**src/rtl/nanov_pkg.sv**
```systemverilog
// Shared nanoV definitions: opcodes, special instruction words, sequencer states
// and the per-instruction step decode used by both the core and the sequencer.
package nanov_pkg;

  localparam logic [6:0] OP_LOAD   = 7'b0000011;
  localparam logic [6:0] OP_STORE  = 7'b0100011;
  localparam logic [6:0] OP_BRANCH = 7'b1100011;
  localparam logic [6:0] OP_JAL    = 7'b1101111;
  localparam logic [6:0] OP_JALR   = 7'b1100111;

  localparam logic [31:0] INSTR_NOP    = 32'h00000013;
  localparam logic [31:0] INSTR_EBREAK = 32'h00100073;

  typedef enum logic [1:0] {
    StFetch,
    StExec,
    StHalt
  } state_e;

  // Memory and control-flow instructions need a second 32-clock pass.
  function automatic logic [2:0] nsteps(input logic [6:0] opcode);
    case (opcode)
      OP_LOAD, OP_STORE, OP_BRANCH, OP_JAL, OP_JALR: nsteps = 3'd2;
      default:                                       nsteps = 3'd1;
    endcase
  endfunction

endpackage

```
**src/rtl/nanov_sequencer_if.sv**
```systemverilog
// Instruction fetch handshake between the sequencer (master) and instruction memory.
interface nanov_sequencer_if #(
  parameter int unsigned ADDR_W = 24
);
  logic              mem_req;
  logic [ADDR_W-1:0] mem_addr;
  logic              mem_valid;
  logic [31:0]       mem_rdata;

  modport master (
    output mem_req,
    output mem_addr,
    input  mem_valid,
    input  mem_rdata
  );

  modport slave (
    input  mem_req,
    input  mem_addr,
    output mem_valid,
    output mem_rdata
  );
endinterface

```
**src/rtl/nanov_sequencer.sv**
```systemverilog
// nanoV instruction sequencer: owns the PC, fetches one word at a time, steps the
// bit-serial counter/cycle during EXEC, applies branches at instruction end, halts on EBREAK.
module nanov_sequencer
  import nanov_pkg::*;
#(
  parameter int unsigned       ADDR_W     = 24,
  parameter logic [ADDR_W-1:0] RESET_ADDR = '0
) (
  input  logic                clk,
  input  logic                rstn,
  nanov_sequencer_if.master   mem,
  output logic [31:0]         instr_o,
  output logic [4:0]          counter_o,
  output logic [2:0]          cycle_o,
  output logic                core_en_o,
  input  logic                branch_i,
  input  logic [ADDR_W-1:0]   target_i,
  input  logic                resume_i,
  output logic                halted_o,
  output logic [ADDR_W-1:0]   pc_o
);

  state_e            state_q, state_d;
  logic [ADDR_W-1:0] pc_q, pc_d;
  logic [31:0]       instr_q, instr_d;
  logic [4:0]        counter_q, counter_d;
  logic [2:0]        cycle_q, cycle_d;
  logic              mem_req_q, mem_req_d;
  logic [2:0]        last_step;
  logic              unused_target;

  assign last_step     = nsteps(instr_q[6:0]) - 3'd1;
  assign unused_target = ^target_i[1:0];

  always_ff @(posedge clk) begin
    if (!rstn) begin
      state_q   <= StFetch;
      pc_q      <= RESET_ADDR;
      instr_q   <= INSTR_NOP;
      counter_q <= '0;
      cycle_q   <= '0;
      mem_req_q <= 1'b0;
    end else begin
      state_q   <= state_d;
      pc_q      <= pc_d;
      instr_q   <= instr_d;
      counter_q <= counter_d;
      cycle_q   <= cycle_d;
      mem_req_q <= mem_req_d;
    end
  end

  always_comb begin
    state_d   = state_q;
    pc_d      = pc_q;
    instr_d   = instr_q;
    counter_d = counter_q;
    cycle_d   = cycle_q;
    unique case (state_q)
      StFetch: begin
        if (mem_req_q && mem.mem_valid) begin
          instr_d = mem.mem_rdata;
          state_d = (mem.mem_rdata == INSTR_EBREAK) ? StHalt : StExec;
        end
      end
      StExec: begin
        counter_d = counter_q + 5'd1;
        if (counter_q == 5'd31) begin
          if (cycle_q == last_step) begin
            cycle_d = '0;
            state_d = StFetch;
            pc_d    = branch_i ? {target_i[ADDR_W-1:2], 2'b00} : pc_q + ADDR_W'(4);
          end else begin
            cycle_d = cycle_q + 3'd1;
          end
        end
      end
      StHalt: begin
        if (resume_i) begin
          pc_d    = pc_q + ADDR_W'(4);
          state_d = StFetch;
        end
      end
      default: state_d = StFetch;
    endcase
    // Request follows the state, so the handshake clock always drops it for at least one clock.
    mem_req_d = (state_d == StFetch);
  end

  always_comb begin
    core_en_o = (state_q == StExec);
    halted_o  = (state_q == StHalt);
  end

  assign mem.mem_req  = mem_req_q;
  assign mem.mem_addr = pc_q;
  assign instr_o      = instr_q;
  assign counter_o    = counter_q;
  assign cycle_o      = cycle_q;
  assign pc_o         = pc_q;

endmodule

```
**src/flat_wrapper.sv**
```systemverilog
// flat-port wrapper written by rule: the top's interface ports become plain ports
module nanov_sequencer_flat import nanov_pkg::*;
#(
  parameter int unsigned       ADDR_W     = 24,
  parameter logic [ADDR_W-1:0] RESET_ADDR = '0
)
  (clk, rstn, instr_o, counter_o, cycle_o, core_en_o, branch_i, target_i, resume_i, halted_o, pc_o, mem_mem_req, mem_mem_addr, mem_mem_valid, mem_mem_rdata);
  nanov_sequencer_if #(.ADDR_W(ADDR_W)) mem_i ();
  input  logic clk;
  input  logic rstn;
  output logic [31:0] instr_o;
  output logic [4:0] counter_o;
  output logic [2:0] cycle_o;
  output logic core_en_o;
  input  logic branch_i;
  input  logic [ADDR_W-1:0] target_i;
  input  logic resume_i;
  output logic halted_o;
  output logic [ADDR_W-1:0] pc_o;
  output wire logic [$bits(mem_i.mem_req)-1:0] mem_mem_req;
  output wire logic [$bits(mem_i.mem_addr)-1:0] mem_mem_addr;
  input wire logic [$bits(mem_i.mem_valid)-1:0] mem_mem_valid;
  input wire logic [$bits(mem_i.mem_rdata)-1:0] mem_mem_rdata;
  assign mem_mem_req = mem_i.mem_req;
  assign mem_mem_addr = mem_i.mem_addr;
  assign mem_i.mem_valid = mem_mem_valid;
  assign mem_i.mem_rdata = mem_mem_rdata;
  nanov_sequencer #(.ADDR_W(ADDR_W), .RESET_ADDR(RESET_ADDR)) u_core (.clk(clk), .rstn(rstn), .mem(mem_i), .instr_o(instr_o), .counter_o(counter_o), .cycle_o(cycle_o), .core_en_o(core_en_o), .branch_i(branch_i), .target_i(target_i), .resume_i(resume_i), .halted_o(halted_o), .pc_o(pc_o));
endmodule
```
**config.mk**
```make
export PLATFORM = sky130hd
export DESIGN_NAME = nanov_sequencer_flat
export DESIGN_NICKNAME = d
export VERILOG_FILES = /design/src/rtl/nanov_pkg.sv /design/src/rtl/nanov_sequencer_if.sv /design/src/rtl/nanov_sequencer.sv /design/src/flat_wrapper.sv
export SDC_FILE = /design/constraint.sdc
export NUM_CORES = 1
export LEC_CHECK = 0
export CORE_MARGIN = 1
export CORE_UTILIZATION = 39
export CTS_CLUSTER_SIZE = 8
export DETAILED_ROUTE_END_ITERATION = 10
export HOLD_SLACK_MARGIN = 0.05
export PLACE_DENSITY_LB_ADDON = 0.1
export SYNTH_ARGS = -nofsm -noshare
export SYNTH_HDL_FRONTEND = slang
export SYNTH_SLANG_ARGS = --single-unit
export TNS_END_PERCENT = 100
```
**constraint.sdc**
```tcl
create_clock -name clk -period 1.85 [get_ports clk]
set_clock_uncertainty 0.1 [all_clocks]
set_input_delay 0.2775 -clock clk [delete_from_list [all_inputs] [get_ports clk]]
set_output_delay 0.2775 -clock clk [all_outputs]
set_load 0.02 [all_outputs]
```
==> results.txt <==
----------------------------------------------------
[Final layout]
  Final nets ... 695
  Post-Route Utilization ... 67.62%
  Post-layout instance area ... 0.005954 mm²
  Number of antenna repair diodes ... 0
  Relative area change from synthesis to final layout ... 65.65%
  Most common cell after layout, fill and taps aside ... sky130_fd_sc_hd__clkdlybuf4s50_1
  Layout cell share with drive strength beyond 1 ... 23.62%
  Most frequent cells in the layout ... sky130_fd_sc_hd__clkdlybuf4s50_1 (122), sky130_fd_sc_hd__nand2_1 (100), sky130_fd_sc_hd__buf_4 (62)

[Place]
  GPL Wtd Cong ... 0.8715
  Post-detail-place hpwl ... 8.200 mm
  Post-placement setup slack ... -0.1937 ns
  Port Buf Inserts ... 145
  Instance area after placement ... 0.005527 mm²

[Clock tree]
  CTS tree ... built
  Inserted Clock Buffers ... 9
  Clock sinks ... 65
  Number of H-tree levels ... 3
  Maximum buffer depth of the clock tree ... 2
  Clock insertion delay at the later pin of the skew report ... 0.34 ns
  Clock transition at the registers of the reported paths ... 0.08 ns
  Clock tree root buffer cell ... sky130_fd_sc_hd__clkbuf_8

[GRT]
  Pin count of the biggest net entering global routing ... 33
  Via count of the first global-routing pass ... 3,874
  Global route total overflow ... 0
  GRT Resource Usage Total ... 23.95%
  Global-route wire length before repair ... 18.55 mm
  Antenna violations before repair ... 0

[Worst setup path]
  Startpoint of the worst-slack reg-to-reg timing path ... u_core.instr_o[4]$_SDFFE_PN1P_
  Category of the worst setup path capture point ... flop
  Maximum cell stage delay along the critical path ... 0.36 ns
  Arrival time worst endpoint ... 2.08 ns
  Maximum fanout along the worst path ... 5
  Reg2reg setup slack ... -0.10 ns
  Critical Path Start Type ... flop
  Worst flop-to-flop path endpoint ... u_core.mem.mem_addr[21]$_SDFFE_PN0P_
  Required time of the worst setup path ... 1.97 ns
  Crit path capture ... u_core.mem.mem_addr[21]$_SDFFE_PN0P_
  Slowest library cell on the worst path ... sky130_fd_sc_hd__mux2_4
  Cells along the critical path ... nand3b_4 -> nor4_4 -> mux2_4 -> o21ai_4 -> buf_12 -> clkbuf_16 -> o32ai_1
  Cells on worst reg2reg path ... 7
  Setup CP Type ... flop to flop
  Timing startpoint of the critical path ... u_core.instr_o[4]$_SDFFE_PN1P_

[Synth]
  Share of the yosys chip area belonging to registers ... 36.20%
  #FFs+latches synth ... 65
  Netlist area before placement ... 0.003595 mm²
  Average cell area after synthesis ... 7.971 µm²
  Warning count from the yosys run ... 0
  Share of flip-flops with an asynchronous set or reset ... 0%
  Most instantiated flip-flop cell in the synthesis netlist ... sky130_fd_sc_hd__dfxtp_1
  Unique cell type count in the Yosys netlist ... 66
  Synthesized instance count ... 451
  Number of enable-type register cells in the synthesized netlist ... 0

[Timing]
  Post-layout min period ... 1.954 ns
  Max-slew violation total from the final report ... 0
  Minimum hold slack ... 0.3536 ns
  Hold Fails Final Rpt ... 0
  Final period util ... 105.6%
  Least setup slack across all paths after layout ... -0.1045 ns
  Number of failing setup endpoints in the final timing report ... 22
  Maximum achievable frequency ... 511.6 MHz
  RSZ-0062 raised after global routing ... true

[Flow run]
  Maximum capacitance violations ... 0

[Drt]
  Total via count after detailed routing ... 4,064
  Routed WL per cell ... 15.88 µm
  Residual DRC ... 10
  Remaining number of nets flagged by the antenna check after routing ... 0
  DR vias/cell ... 5.470
  First-pass DRT Iterations ... 8
  Count of routing violations after the opening detailed-route iteration ... 140
  Routed WL ... 11.80 mm

[Pwr]
  PD cells ... 585.1 mW/mm²
  Leakage ... 2.542 nW
  Part of the total power dissipated in combinational logic ... 21.1%
  VDD IR-drop max ... 445.6 µV
  Sw power ... 970.7 µW
  Relative contribution of the clock network to total power ... 36.5%
  Int Power ... 2.513 mW
  Register share of total power ... 42.5%
  Total power consumption of the routed design ... 3.484 mW
  Switching fraction of total power ... 27.86%

[Run status]
  Failing checks ... DRC, setup timing
  Run status ... finished with violations

[Die]
  Row count ... 34
  Die height ... 98.01 µm
  Core ar. ... 0.008806 mm²
  Area of the die ... 0.009605 mm²
  Top-level port count ... 152
  Initial cell density of the core ... 40.82%
  Width of the die ... 98.01 µm

[Min path]
  Tightest Hold Check Type ... flop to flop
  Cell depth of the worst hold path ... 2

----------------------------------------------------
-- cell families (layout without fill, tap and decap cells) --
group / Yosys count / in the layout / share of synthesized area [%]
AND/OR/NAND/NOR: 190 / 190 / 26.63
AO/OA/AOI/OAI: 123 / 124 / 23.63
flip-flops: 65 / 65 / 36.20
buffers and inverters: 61 / 241 / 10.09
adder cells (fa/ha/maj): 4 / 4 / 1.392
XOR/XNOR: 4 / 4 / 0.9748
multiplexers: 3 / 3 / 0.9745
other: 1 / 4 / 0.1043
-- per-stage QoR --
step | cells | setup TNS (ns)
floorplan | 454 | -0.02820
global placement | 720 | -1.969
detailed placement | 720 | -2.295
CTS | 740 | -1.566
global route | 743 | -3.272
finish | 743 | -1.485
-- critical path: cells and delay by family, from the launching register on --
kind / cells / cell delay [ns]
AOI/OAI and AO/OA: 2 / 0.28
buffers and inverters: 2 / 0.28
DFF: 1 / 0.33
muxes: 1 / 0.36
and+or+nand+nor: 2 / 0.49
-- layer usage --
layer | vias to the layer above | global-route usage [%] | part of all wire [%]
li1 | 1979 | - | -
met4 | 0 | 8.392 | 1.7
met2 | 172 | 40.30 | 49
met1 | 1897 | 29.58 | 41
met5 | - | 0 | 0
met3 | 16 | 6.156 | 8.3
-- synthesized netlist by cell type (all sizes together) (2+ instances only) --
master	n	area, µm²
and3	5	31.28
inv	6	22.52
nand3	13	70.07
o221a	4	45.04
nor4	9	86.33
a22oi	3	22.52
dfxtp	65	1301
nor4b	2	17.52
o21a	2	15.01
nand4	10	77.57
nor3	12	60.06
nor2	19	76.32
and4b	2	20.02
o22ai	4	25.02
a21o	4	30.03
or3	2	12.51
o41ai	3	41.29
buf	39	280.3
o21ai	10	53.80
a31oi	4	25.02
xor2	3	26.28
o32ai	11	96.34
a221oi	5	43.79
a32oi	2	17.52
ha	4	50.05
clkbuf	16	60.06
a211oi	12	95.09
a21oi	48	240.2
nor3b	2	15.01
a2111oi	2	17.52
nand2b	2	15.02
nand2	100	375.4
and2	2	12.51
nor2b	5	31.28
mux2i	2	23.77
-- power groups by stage --
stage | clock (mW) | combinational [mW] | sequential [mW]
final | 1.27 | 0.733 | 1.48
after global placement | 0 | 0.683 | 1.51
after detailed placement | 0 | 0.690 | 1.51
after floorplan | 0 | 0.261 | 1.57
after global routing | 1.35 | 0.790 | 1.49
after CTS | 1.30 | 0.709 | 1.48
-- registers in the layout, indices dropped and copies added (netlist names) --
signal               cells
u_core.state_q           2
u_core.mem.mem_addr     22
u_core.counter_o         5
u_core.cycle_o           3
u_core.mem.mem_req       1
u_core.instr_o          32
-- final cells by class --
class,instances,area [µm²]
clock buffer,12,155.1
clock inverter,4,50.05
fill,705,2851
inverter,6,25.02
multi-input combinational,329,2088
sequential,65,1335
tap,108,135.1
timing repair buffer,219,2166
-- how the worst min path moves through the flow --
stage / endpoint / start
6_report: u_core.instr_o[8]$_SDFFE_PN0P_ / u_core.instr_o[8]$_SDFFE_PN0P_
5_1_grt: u_core.instr_o[23]$_SDFFE_PN0P_ / u_core.instr_o[23]$_SDFFE_PN0P_
4_1_cts: u_core.instr_o[8]$_SDFFE_PN0P_ / u_core.instr_o[8]$_SDFFE_PN0P_
3_5_place_dp: u_core.instr_o[8]$_SDFFE_PN0P_ / u_core.instr_o[8]$_SDFFE_PN0P_
3_3_place_gp: u_core.instr_o[21]$_SDFFE_PN0P_ / u_core.instr_o[21]$_SDFFE_PN0P_
2_1_floorplan: u_core.instr_o[0]$_SDFFE_PN1P_ / mem_mem_rdata[0]
-- timing repair --
item / in CTS / in global routing
pin swaps: 0 / 11
gates resized for setup: 14 / 35
cloned: 1 / 2
setup buffers: 3 / 2
endpoints found under the setup margin: 28 / 46
hold buffers: 0 / 0
Power figures use the tool's default switching activity.
